[config.mk]
export PLATFORM = sky130hd
export DESIGN_NAME = riscv_dbiu_ahb_flat
export DESIGN_NICKNAME = d
export VERILOG_FILES = /design/src/rtl/riscv_dbiu_ahb_if.sv /design/src/rtl/riscv_dbiu_ahb.sv /design/src/flat_wrapper.sv
export SDC_FILE = /design/constraint.sdc
export NUM_CORES = 1
export LEC_CHECK = 0
export CORE_UTILIZATION = 42
export CTS_CLUSTER_DIAMETER = 150
export DETAILED_ROUTE_END_ITERATION = 8
export PLACE_DENSITY = 0.85
export SLEW_MARGIN = 20
export SYNTH_ARGS = -nofsm -noshare
export SYNTH_HDL_FRONTEND = slang
export SYNTH_SLANG_ARGS = --single-unit
export TNS_END_PERCENT = 5
[constraint.sdc]
create_clock -name clk_i -period 4.9 [get_ports clk_i]
set_input_delay 0.98 -clock clk_i [delete_from_list [all_inputs] [get_ports clk_i]]
set_output_delay 0.98 -clock clk_i [all_outputs]
set_load 0.1 [all_outputs]
[src/rtl/riscv_dbiu_ahb_if.sv]
// -----------------------------------------------------------------------------
// riscv_dbiu_ahb_if
// Bundles the two buses seen by the data-side BIU:
//   - BIU side  (biu_*): single-transfer request/acknowledge from the memory core
//   - AHB side  (H*)   : AHB-Lite master signals
// Modports:
//   master : the bus interface unit (drives AHB address/control, BIU acks)
//   slave  : the environment (memory core + AHB slave/interconnect)
// Parameters:
//   XLEN : data width (32 or 64)
//   PLEN : physical address width
// -----------------------------------------------------------------------------
interface riscv_dbiu_ahb_if #(
  parameter int XLEN = 32,
  parameter int PLEN = XLEN
);
  // BIU side
  logic            biu_stb_i;
  logic            biu_stb_ack_o;
  logic            biu_d_ack_o;
  logic [PLEN-1:0] biu_adri_i;
  logic [PLEN-1:0] biu_adro_o;
  logic [1:0]      biu_size_i;   // 0=BYTE 1=HWORD 2=WORD 3=DWORD
  logic [2:0]      biu_type_i;   // burst type, only SINGLE is used
  logic            biu_lock_i;
  logic [2:0]      biu_prot_i;   // [0]=data access, [1]=privileged, [2]=cacheable
  logic            biu_we_i;
  logic [XLEN-1:0] biu_d_i;
  logic [XLEN-1:0] biu_q_o;
  logic            biu_ack_o;
  logic            biu_err_o;

  // AHB-Lite side
  logic            HSEL;
  logic [PLEN-1:0] HADDR;
  logic [XLEN-1:0] HWDATA;
  logic [XLEN-1:0] HRDATA;
  logic            HWRITE;
  logic [2:0]      HSIZE;
  logic [2:0]      HBURST;
  logic [3:0]      HPROT;
  logic [1:0]      HTRANS;
  logic            HMASTLOCK;
  logic            HREADY;
  logic            HRESP;

  modport master (
    input  biu_stb_i, biu_adri_i, biu_size_i, biu_type_i, biu_lock_i,
           biu_prot_i, biu_we_i, biu_d_i,
    output biu_stb_ack_o, biu_d_ack_o, biu_adro_o, biu_q_o, biu_ack_o, biu_err_o,
    output HSEL, HADDR, HWDATA, HWRITE, HSIZE, HBURST, HPROT, HTRANS, HMASTLOCK,
    input  HRDATA, HREADY, HRESP
  );

  modport slave (
    output biu_stb_i, biu_adri_i, biu_size_i, biu_type_i, biu_lock_i,
           biu_prot_i, biu_we_i, biu_d_i,
    input  biu_stb_ack_o, biu_d_ack_o, biu_adro_o, biu_q_o, biu_ack_o, biu_err_o,
    input  HSEL, HADDR, HWDATA, HWRITE, HSIZE, HBURST, HPROT, HTRANS, HMASTLOCK,
    output HRDATA, HREADY, HRESP
  );
endinterface

[src/rtl/riscv_dbiu_ahb.sv]
// -----------------------------------------------------------------------------
// riscv_dbiu_ahb
// Data-side bus interface unit: converts single-transfer BIU requests into
// AHB-Lite master transfers. The address phase of one transfer overlaps the
// data phase of the previous one, so at most two transfers are outstanding.
// Every accepted request gets exactly one biu_ack_o or biu_err_o.
// Ports:
//   clk_i  : clock
//   rst_ni : asynchronous active-low reset
//   bus    : riscv_dbiu_ahb_if.master (BIU request/ack side + AHB-Lite master)
// -----------------------------------------------------------------------------
module riscv_dbiu_ahb #(
  parameter int XLEN = 32,
  parameter int PLEN = XLEN
) (
  input  logic                  clk_i,
  input  logic                  rst_ni,
  riscv_dbiu_ahb_if.master      bus
);

  localparam logic [1:0] DP_IDLE   = 2'd0;
  localparam logic [1:0] DP_ACTIVE = 2'd1;
  localparam logic [1:0] DP_CANCEL = 2'd2;

  localparam logic [1:0] HTRANS_IDLE   = 2'd0;
  localparam logic [1:0] HTRANS_NONSEQ = 2'd2;

  // Address-phase registers
  logic            hsel_q,      hsel_d;
  logic [PLEN-1:0] haddr_q,     haddr_d;
  logic            hwrite_q,    hwrite_d;
  logic [2:0]      hsize_q,     hsize_d;
  logic [3:0]      hprot_q,     hprot_d;
  logic [1:0]      htrans_q,    htrans_d;
  logic            hmastlock_q, hmastlock_d;
  logic [XLEN-1:0] wd_q,        wd_d;
  logic [XLEN-1:0] hwdata_q,    hwdata_d;

  // Data-phase state
  logic [1:0]      state_q,     state_d;
  logic            dp_we_q,     dp_we_d;
  // Set during the first (HREADY=0) cycle of an ERROR response when a NONSEQ
  // address phase is pending behind the failing transfer.
  logic            cancel_q,    cancel_d;

  logic            dp_active;
  logic            stb_ack;

  assign dp_active = (state_q == DP_ACTIVE);

  // No new request while an error is being retired or a cancelled transfer
  // still owes its error pulse.
  assign stb_ack = rst_ni & bus.biu_stb_i & bus.HREADY & (state_q != DP_CANCEL)
                 & ~(bus.HRESP & dp_active);

  always_comb begin
    hsel_d      = hsel_q;
    haddr_d     = haddr_q;
    hwrite_d    = hwrite_q;
    hsize_d     = hsize_q;
    hprot_d     = hprot_q;
    htrans_d    = htrans_q;
    hmastlock_d = hmastlock_q;
    wd_d        = wd_q;
    hwdata_d    = hwdata_q;
    state_d     = state_q;
    dp_we_d     = dp_we_q;
    cancel_d    = cancel_q;

    // Address phase
    if (bus.HREADY) begin
      hwdata_d = wd_q;
      if (stb_ack) begin
        htrans_d    = HTRANS_NONSEQ;
        hsel_d      = 1'b1;
        haddr_d     = bus.biu_adri_i;
        hwrite_d    = bus.biu_we_i;
        hsize_d     = {1'b0, bus.biu_size_i};
        hprot_d     = {2'b00, bus.biu_prot_i[1:0]};
        hmastlock_d = bus.biu_lock_i;
        wd_d        = bus.biu_d_i;
      end else begin
        htrans_d    = HTRANS_IDLE;
        hsel_d      = 1'b0;
        hmastlock_d = hmastlock_q & bus.biu_lock_i;
      end
    end else if (dp_active && bus.HRESP) begin
      // First ERROR cycle: withdraw any pending address phase.
      htrans_d = HTRANS_IDLE;
      hsel_d   = 1'b0;
    end

    // Data phase
    if (state_q == DP_CANCEL) begin
      state_d  = DP_IDLE;
      cancel_d = 1'b0;
    end else if (bus.HREADY) begin
      cancel_d = 1'b0;
      if (cancel_q) begin
        state_d = DP_CANCEL;
      end else if (htrans_q == HTRANS_NONSEQ) begin
        state_d = DP_ACTIVE;
        dp_we_d = hwrite_q;
      end else begin
        state_d = DP_IDLE;
      end
    end else if (dp_active && bus.HRESP && (htrans_q == HTRANS_NONSEQ)) begin
      cancel_d = 1'b1;
    end
  end

  always_ff @(posedge clk_i or negedge rst_ni) begin
    if (!rst_ni) begin
      hsel_q      <= 1'b0;
      haddr_q     <= '0;
      hwrite_q    <= 1'b0;
      hsize_q     <= 3'b000;
      hprot_q     <= 4'b0000;
      htrans_q    <= HTRANS_IDLE;
      hmastlock_q <= 1'b0;
      wd_q        <= '0;
      hwdata_q    <= '0;
      state_q     <= DP_IDLE;
      dp_we_q     <= 1'b0;
      cancel_q    <= 1'b0;
    end else begin
      hsel_q      <= hsel_d;
      haddr_q     <= haddr_d;
      hwrite_q    <= hwrite_d;
      hsize_q     <= hsize_d;
      hprot_q     <= hprot_d;
      htrans_q    <= htrans_d;
      hmastlock_q <= hmastlock_d;
      wd_q        <= wd_d;
      hwdata_q    <= hwdata_d;
      state_q     <= state_d;
      dp_we_q     <= dp_we_d;
      cancel_q    <= cancel_d;
    end
  end

  // AHB outputs
  assign bus.HSEL      = hsel_q;
  assign bus.HADDR     = haddr_q;
  assign bus.HWDATA    = hwdata_q;
  assign bus.HWRITE    = hwrite_q;
  assign bus.HSIZE     = hsize_q;
  assign bus.HBURST    = 3'b000;
  assign bus.HPROT     = hprot_q;
  assign bus.HTRANS    = htrans_q;
  assign bus.HMASTLOCK = hmastlock_q;

  // BIU outputs
  assign bus.biu_stb_ack_o = stb_ack;
  assign bus.biu_d_ack_o   = stb_ack & bus.biu_we_i;
  assign bus.biu_adro_o    = haddr_q;
  assign bus.biu_q_o       = bus.HRDATA;
  assign bus.biu_ack_o     = dp_active & bus.HREADY & ~bus.HRESP;
  // Second ERROR cycle reports the failing transfer; the DP_CANCEL cycle
  // reports the transfer whose address phase was withdrawn.
  assign bus.biu_err_o     = (dp_active & bus.HREADY & bus.HRESP) | (state_q == DP_CANCEL);

  // Burst type is always SINGLE; the cacheable prot bit has no AHB-Lite
  // counterpart here; dp_we only qualifies biu_q_o for the consumer.
  logic unused_inputs;
  assign unused_inputs = ^{bus.biu_type_i, bus.biu_prot_i[2], dp_we_q};

endmodule

[src/flat_wrapper.sv]
// flat-port wrapper written by rule: the top's interface ports become plain ports
module riscv_dbiu_ahb_flat 
#(
  parameter int XLEN = 32,
  parameter int PLEN = XLEN
)
  (clk_i, rst_ni, bus_biu_stb_i, bus_biu_adri_i, bus_biu_size_i, bus_biu_type_i, bus_biu_lock_i, bus_biu_prot_i, bus_biu_we_i, bus_biu_d_i, bus_biu_stb_ack_o, bus_biu_d_ack_o, bus_biu_adro_o, bus_biu_q_o, bus_biu_ack_o, bus_biu_err_o, bus_HSEL, bus_HADDR, bus_HWDATA, bus_HWRITE, bus_HSIZE, bus_HBURST, bus_HPROT, bus_HTRANS, bus_HMASTLOCK, bus_HRDATA, bus_HREADY, bus_HRESP);
  riscv_dbiu_ahb_if #(.XLEN(XLEN), .PLEN(PLEN)) bus_i ();
  input  logic clk_i;
  input  logic rst_ni;
  input wire logic [$bits(bus_i.biu_stb_i)-1:0] bus_biu_stb_i;
  input wire logic [$bits(bus_i.biu_adri_i)-1:0] bus_biu_adri_i;
  input wire logic [$bits(bus_i.biu_size_i)-1:0] bus_biu_size_i;
  input wire logic [$bits(bus_i.biu_type_i)-1:0] bus_biu_type_i;
  input wire logic [$bits(bus_i.biu_lock_i)-1:0] bus_biu_lock_i;
  input wire logic [$bits(bus_i.biu_prot_i)-1:0] bus_biu_prot_i;
  input wire logic [$bits(bus_i.biu_we_i)-1:0] bus_biu_we_i;
  input wire logic [$bits(bus_i.biu_d_i)-1:0] bus_biu_d_i;
  output wire logic [$bits(bus_i.biu_stb_ack_o)-1:0] bus_biu_stb_ack_o;
  output wire logic [$bits(bus_i.biu_d_ack_o)-1:0] bus_biu_d_ack_o;
  output wire logic [$bits(bus_i.biu_adro_o)-1:0] bus_biu_adro_o;
  output wire logic [$bits(bus_i.biu_q_o)-1:0] bus_biu_q_o;
  output wire logic [$bits(bus_i.biu_ack_o)-1:0] bus_biu_ack_o;
  output wire logic [$bits(bus_i.biu_err_o)-1:0] bus_biu_err_o;
  output wire logic [$bits(bus_i.HSEL)-1:0] bus_HSEL;
  output wire logic [$bits(bus_i.HADDR)-1:0] bus_HADDR;
  output wire logic [$bits(bus_i.HWDATA)-1:0] bus_HWDATA;
  output wire logic [$bits(bus_i.HWRITE)-1:0] bus_HWRITE;
  output wire logic [$bits(bus_i.HSIZE)-1:0] bus_HSIZE;
  output wire logic [$bits(bus_i.HBURST)-1:0] bus_HBURST;
  output wire logic [$bits(bus_i.HPROT)-1:0] bus_HPROT;
  output wire logic [$bits(bus_i.HTRANS)-1:0] bus_HTRANS;
  output wire logic [$bits(bus_i.HMASTLOCK)-1:0] bus_HMASTLOCK;
  input wire logic [$bits(bus_i.HRDATA)-1:0] bus_HRDATA;
  input wire logic [$bits(bus_i.HREADY)-1:0] bus_HREADY;
  input wire logic [$bits(bus_i.HRESP)-1:0] bus_HRESP;
  assign bus_i.biu_stb_i = bus_biu_stb_i;
  assign bus_i.biu_adri_i = bus_biu_adri_i;
  assign bus_i.biu_size_i = bus_biu_size_i;
  assign bus_i.biu_type_i = bus_biu_type_i;
  assign bus_i.biu_lock_i = bus_biu_lock_i;
  assign bus_i.biu_prot_i = bus_biu_prot_i;
  assign bus_i.biu_we_i = bus_biu_we_i;
  assign bus_i.biu_d_i = bus_biu_d_i;
  assign bus_biu_stb_ack_o = bus_i.biu_stb_ack_o;
  assign bus_biu_d_ack_o = bus_i.biu_d_ack_o;
  assign bus_biu_adro_o = bus_i.biu_adro_o;
  assign bus_biu_q_o = bus_i.biu_q_o;
  assign bus_biu_ack_o = bus_i.biu_ack_o;
  assign bus_biu_err_o = bus_i.biu_err_o;
  assign bus_HSEL = bus_i.HSEL;
  assign bus_HADDR = bus_i.HADDR;
  assign bus_HWDATA = bus_i.HWDATA;
  assign bus_HWRITE = bus_i.HWRITE;
  assign bus_HSIZE = bus_i.HSIZE;
  assign bus_HBURST = bus_i.HBURST;
  assign bus_HPROT = bus_i.HPROT;
  assign bus_HTRANS = bus_i.HTRANS;
  assign bus_HMASTLOCK = bus_i.HMASTLOCK;
  assign bus_i.HRDATA = bus_HRDATA;
  assign bus_i.HREADY = bus_HREADY;
  assign bus_i.HRESP = bus_HRESP;
  riscv_dbiu_ahb #(.XLEN(XLEN), .PLEN(PLEN)) u_core (.clk_i(clk_i), .rst_ni(rst_ni), .bus(bus_i));
endmodule
==> impl_summary.log, run 1 <==
INFO  metric outcome = finished, final reports clean
INFO  metric initialDrtViolationCount = 72
INFO  metric finalCritPeriodShare = 73.9%
INFO  metric tritoncts_num_sinks = 106
INFO  metric critical_path_required = 3920 ps
INFO  metric synthesis.yosys.warnings = 0
INFO  metric crit_path_max_fanout = 26
INFO  metric die_x = 106 um
INFO  metric postSynthCellCount = 318
INFO  metric cts_post_setup_buffers_inserted = 0
INFO  metric dp_hpwl = 6790 um
INFO  metric final_worst_setup_slack = 1280 ps
INFO  metric fin_crit = 3620 ps
INFO  metric synth.yosys.seq_area_share = 57.9%
INFO  metric synth_to_layout_area_growth = 35.0%
INFO  metric clockBufferDepth = 2
INFO  metric first_global_vias = 2881
INFO  metric ys_top_cells_by_area = dfrtp_1, mux2_2, buf_4
INFO  metric clk-insertion-delay-late = 360 ps
INFO  metric globalRouteOverflowTotal = 0
INFO  metric cap_violations = 0
INFO  metric synth.distinct_cells = 22
INFO  metric synthesis.area = 4580 um^2
INFO  metric timing.setup.tns = 0 ps
INFO  metric startpoint_type = primary input
INFO  metric number_of_nets_at_the_end_of_the_flow = 548
INFO  metric grt_antenna_before_repair = 0
INFO  metric clock_root_buffer = clkbuf_8
INFO  metric drive_gt1_share = 27.8%
INFO  metric slew_headroom = 31.0%
INFO  metric hold_violations = 0
INFO  metric post_drt_wl_per_cell = 16.2 um
INFO  metric ports = 258
INFO  metric vias = 2747
INFO  metric io_buffers = 182
INFO  metric timing.hold.worst.class = reg2reg
INFO  metric clock.fmax = 276 MHz
INFO  metric grt_start_max_net_pins = 57
INFO  metric synthesis.area_per_instance = 14.4 um^2
INFO  metric max_stage_delay = 470 ps
INFO  metric synth.largest_area_cell = dfrtp_1
INFO  metric grt_setup_unrepaired = false
INFO  metric ctsHoldBuffers = 0
INFO  metric synthDominantCellAreaShare = 57.9%
INFO  metric place_worst_setup_slack = 1240 ps
INFO  metric crit_arrival = 2640 ps
INFO  metric routed_wirelength = 9350 um
INFO  metric yosys_register_bits = 106
INFO  metric clock_tree.htree_level_count = 3
INFO  metric groute.usage.overall = 17.3%
INFO  metric hold_ws = 500 ps
INFO  metric gpl.final_weighted_congestion = 0.674
INFO  metric grt_first_pass_wirelength = 15000 um
INFO  metric final_max_slew_viol_count = 0
INFO  metric clk_transition_reported_paths = 100 ps
INFO  metric fp_rows = 37
INFO  metric floorplan.die.height = 106 um
INFO  metric die_area = 11300 um^2
INFO  metric n_antenna_cell = 0
INFO  metric end_kind = output port
INFO  metric final_worst_clock_skew = 10.6 ps
INFO  metric via_per_inst = 4.75
INFO  metric report.final.setup_viol = 0
INFO  metric crit_path_cell_chain = clkdlybuf4s50_1 -> nand3b_1 -> nand4_4 -> nor2_1 -> buf_12
INFO  metric critPathKind = in2out
INFO  metric worst_path_max_delay_cell = clkdlybuf4s50_1
INFO  metric coreArea = 10500 um^2
INFO  metric tritoncts = done
INFO  metric drt_pre_antenna_iters = 4
INFO  metric transition_time_at_the_pin_with_the_least_slew_margin = 1030 ps
INFO  metric initial_utilization = 43.8%
INFO  metric post-route-drc-count = 0
INFO  metric tritoncts.num_buffers = 9
INFO  metric ant_nets = 0
INFO  metric cts.repair.resized = 0
-- sequential cells by signal, summed over array words and instances (netlist names) --
name	flops
u_core.bus.HADDR	32
u_core.bus.HWDATA	32
u_core.wd_q	32
u_core.bus.HPROT	2
u_core.bus.HSIZE	2
u_core.state_q	2
u_core.bus.HMASTLOCK	1
u_core.bus.HTRANS	1
u_core.bus.HWRITE	1
u_core.cancel_q	1
-- stage by stage --
stage	std cells	util, %	instance area [um^2]
6_report	578	59.1	6190
5_1_grt	578	59.1	6190
4_1_cts	578	59.1	6190
3_5_place_dp	562	57.4	6000
3_3_place_gp	562	57.4	6000
2_1_floorplan	324	-	4600
-- per-layer routing --
metal	wire [um]	global-route usage, %
met4	79	3.91
met2	5020	31.4
met1	3370	18.9
met3	878	6.68
met5	0	0
-- area by class of cell --
class	count	area (um^2)
clock buffer	9	124
clock inverter	7	61.3
fill	858	4280
inverter	4	15.0
multi-input combinational	130	1310
sequential	106	2650
tap	136	170
timing repair buffer	186	1860
-- Yosys cell counts --
master	count
clkbuf_1	1
dfrtp_1	106
mux2_2	95
mux2_1	6
or2b_2	1
o211a_1	1
o21ai_0	3
and2_1	1
buf_6	4
a21oi_1	5
nand2_1	3
inv_1	4
nand2b_1	2
nor2b_1	1
nor2_1	1
buf_2	4
buf_4	75
nand3b_1	1
nand4_1	1
conb_1	1
nand4_4	1
nor3b_1	1
-- logic make-up after synthesis --
family                 after synthesis  share of synthesized area [%]
other                                1                         0.0818
multiplexers                       101                           24.8
flip-flops                         106                           57.9
AO/OA/AOI/OAI                        9                           1.09
AND/OR/NAND/NOR                     13                           1.99
buffers and inverters               88                           14.1
-- critical path: cells and delay by family --
| family | cells | cell delay (ps) |
|---|---|---|
| buf+inv | 2 | 680 |
| simple gates | 3 | 960 |
-- worst paths after layout --
| check | cells after the start | slack [ps] | start | endpoint |
|---|---|---|---|---|
| setup / recovery | 5 | 1280 | bus_HRESP | bus_biu_d_ack_o |
| hold / removal | 1 | 500 | u_core.wd_q[0] | u_core.wd_q[0] |
| setup reg to reg | 4 | 2580 | u_core.state_q[0] | u_core.wd_q[11] |
| hold reg to reg | 1 | 500 | u_core.wd_q[0] | u_core.wd_q[0] |
| max in group asynchronous | 3 | 3030 | rst_ni | u_core.bus.HADDR[16] |
| min in group asynchronous | 2 | 730 | rst_ni | u_core.bus.HADDR[0] |
-- cells in the final DEF (no fill, tap or decap) --
cell type / netlist / layout
nor3b_1: 1 / 1
nand4_1: 1 / 1
nor2_1: 1 / 1
clkbuf_8: 0 / 9
or2b_2: 1 / 1
mux2_1: 6 / 6
inv_1: 4 / 4
and2_1: 1 / 1
o21ai_0: 3 / 3
nand2b_1: 2 / 2
clkinv_2: 0 / 1
nand3b_1: 1 / 1
buf_2: 4 / 1
o211a_1: 1 / 1
inv_8: 0 / 2
nand4_4: 1 / 1
clkinv_4: 0 / 2
nand2_1: 3 / 3
inv_6: 0 / 1
buf_12: 0 / 2
mux2_2: 95 / 95
buf_4: 75 / 7
clkinvlp_4: 0 / 1
conb_1: 1 / 7
a21oi_1: 5 / 5
dfrtp_1: 106 / 106
clkdlybuf4s50_1: 0 / 176
nor2b_1: 1 / 1
Power of run 1 is not shown: default switching activity piles up to over one toggle a cycle in this logic, so the estimate is an artifact.
==> run 2, diff against run 1 <==
- CORE_UTILIZATION: 42 -> 39
- PLACE_DENSITY: 0.85 -> 0.79
- clock period: 4.9 -> 3.75 ns (I/O delays scaled with it)
==> impl_summary.log, run 2 (same netlist as run 1, synthesis figures left out) <==
INFO  metric outcome = finished, final reports clean
INFO  metric slew_headroom = 32.3%
INFO  metric cts.repair.resized = 0
INFO  metric die_area = 12200 um^2
INFO  metric critPathKind = in2out
INFO  metric die_x = 110 um
INFO  metric clock.fmax = 359 MHz
INFO  metric worst_path_max_delay_cell = clkdlybuf4s50_1
INFO  metric post-route-drc-count = 0
INFO  metric clock_root_buffer = clkbuf_16
INFO  metric hold_violations = 0
INFO  metric postLayoutCellArea = 6370 um^2
INFO  metric fp_rows = 39
INFO  metric crit_arrival = 2030 ps
INFO  metric cp.buffers_inverters = 2
INFO  metric grt_setup_unrepaired = false
INFO  metric report.final.setup_viol = 0
INFO  metric transition_time_at_the_pin_with_the_least_slew_margin = 1010 ps
INFO  metric synth_to_layout_area_growth = 38.9%
INFO  metric worstHoldStart = u_core.wd_q[7]
INFO  metric regToRegStartpoint = u_core.state_q[0]
INFO  metric multiInputGateArea = 1310 um^2
INFO  metric layout.cells.most_common = clkdlybuf4s50_1
INFO  metric n_antenna_cell = 0
INFO  metric reg2reg_setup_slack = 1710 ps
INFO  metric finalCritPeriodShare = 74.2%
INFO  metric ant_nets = 0
INFO  metric dp_hpwl = 6760 um
INFO  metric floorplan.die.height = 110 um
INFO  metric worst_hold_path.num_cells = 1
INFO  metric final_worst_setup_slack = 966 ps
INFO  metric place_worst_setup_slack = 977 ps
INFO  metric postPlaceCellArea = 6040 um^2
INFO  metric crit_path_cell_chain = clkdlybuf4s50_1 -> nand3b_1 -> nand4_4 -> nor2_1 -> buf_12
INFO  metric drive_gt1_share = 28.0%
INFO  metric first_global_vias = 2821
INFO  metric worst-r2r-cell-count = 4
INFO  metric final_worst_clock_skew = 8.14 ps
INFO  metric grt_first_pass_wirelength = 14000 um
INFO  metric post_drt_wl_per_cell = 15.8 um
INFO  metric coreArea = 11400 um^2
INFO  metric fin_crit = 2780 ps
INFO  metric max_stage_delay = 490 ps
INFO  metric critical_path_required = 3000 ps
INFO  metric vias = 2749
INFO  metric tritoncts_num_sinks = 106
INFO  metric gpl.final_weighted_congestion = 0.682
INFO  metric grt_start_max_net_pins = 59
INFO  metric drt_pre_antenna_iters = 4
INFO  metric end_point_of_the_worst_hold_path = u_core.bus.HWDATA[7]
INFO  metric rr_endpoint = u_core.bus.HADDR[16]
INFO  metric cap_violations = 0
INFO  metric highest_count_cells_in_the_layout_ignoring_fill_and_taps = clkdlybuf4s50_1, dfrtp_1, mux2_2, clkbuf_16
INFO  metric startpoint_type = primary input
INFO  metric clockBufferDepth = 2
INFO  metric initial_utilization = 40.1%
INFO  metric clk_transition_reported_paths = 70 ps
INFO  metric clk-insertion-delay-late = 330 ps
INFO  metric initialDrtViolationCount = 67
INFO  metric globalRouteOverflowTotal = 0
INFO  metric critical_path.top_delay_family = buffers and inverters
INFO  metric tritoncts.num_buffers = 9
INFO  metric timing.hold.worst.class = reg2reg
INFO  metric tritoncts = done
INFO  metric final_max_slew_viol_count = 0
INFO  metric fillerInstances = 952
INFO  metric cts_post_setup_buffers_inserted = 0
INFO  metric seq_area = 2650 um^2
INFO  metric end_kind = output port
INFO  metric routed_wirelength = 9260 um
INFO  metric io_buffers = 182
INFO  metric ports = 258
INFO  metric clock_tree.htree_level_count = 3
INFO  metric number_of_nets_at_the_end_of_the_flow = 549
INFO  metric crit_path_max_fanout = 4
INFO  metric ctsHoldBuffers = 0
INFO  metric grt_antenna_before_repair = 0
INFO  metric groute.usage.overall = 15.4%
INFO  metric via_per_inst = 4.69
run 2: routing by layer:
metal / share of wire (%) / global-route usage [%] / vias up
met5: 0 / 0 / -
met4: 1.4 / 6.20 / 0
met3: 10 / 4.82 / 10
met2: 50 / 27.3 / 151
met1: 38 / 17.0 / 1353
li1: - / - / 1235
run 2: worst reg2reg max path, cell delays in order (launching register included):
cell,delay [ps]
dfrtp_1,440
or2b_2,370
nand4_4,130
buf_4,530
mux2_2,470
run 2: area by class of cell:
type                    count  area share [%]
well taps                 143            2.81
clock buffers              12            4.03
inverters                   4           0.236
flip-flops and latches    106            41.7
multi-input cells         130            20.6
clock inverters             4            1.16
repair buffers            187            29.5
run 2: worst max-delay path by stage:
stage	start	to	slack (ps)	cells after the start
6_report	bus_HRESP	bus_biu_d_ack_o	970	5
5_1_grt	bus_biu_stb_i	bus_biu_d_ack_o	910	5
4_1_cts	bus_HRESP	bus_biu_d_ack_o	980	5
3_5_place_dp	bus_HRESP	u_core.bus.HADDR[15]	980	5
3_3_place_gp	bus_biu_stb_i	bus_biu_d_ack_o	1020	5
2_1_floorplan	bus_HREADY	bus_biu_err_o	-400	4
run 2: metrics by stage:
step                cells  hold WS, ps  setup TNS [ps]  util [%]
floorplan             324          454            -405         -
global placement      570          470               0      52.9
detailed placement    570          486               0      52.9
CTS                   586          497               0      55.8
global route          586          513               0      55.8
finish                586          493               0      55.8
Power of run 2 is left out for the same reason.
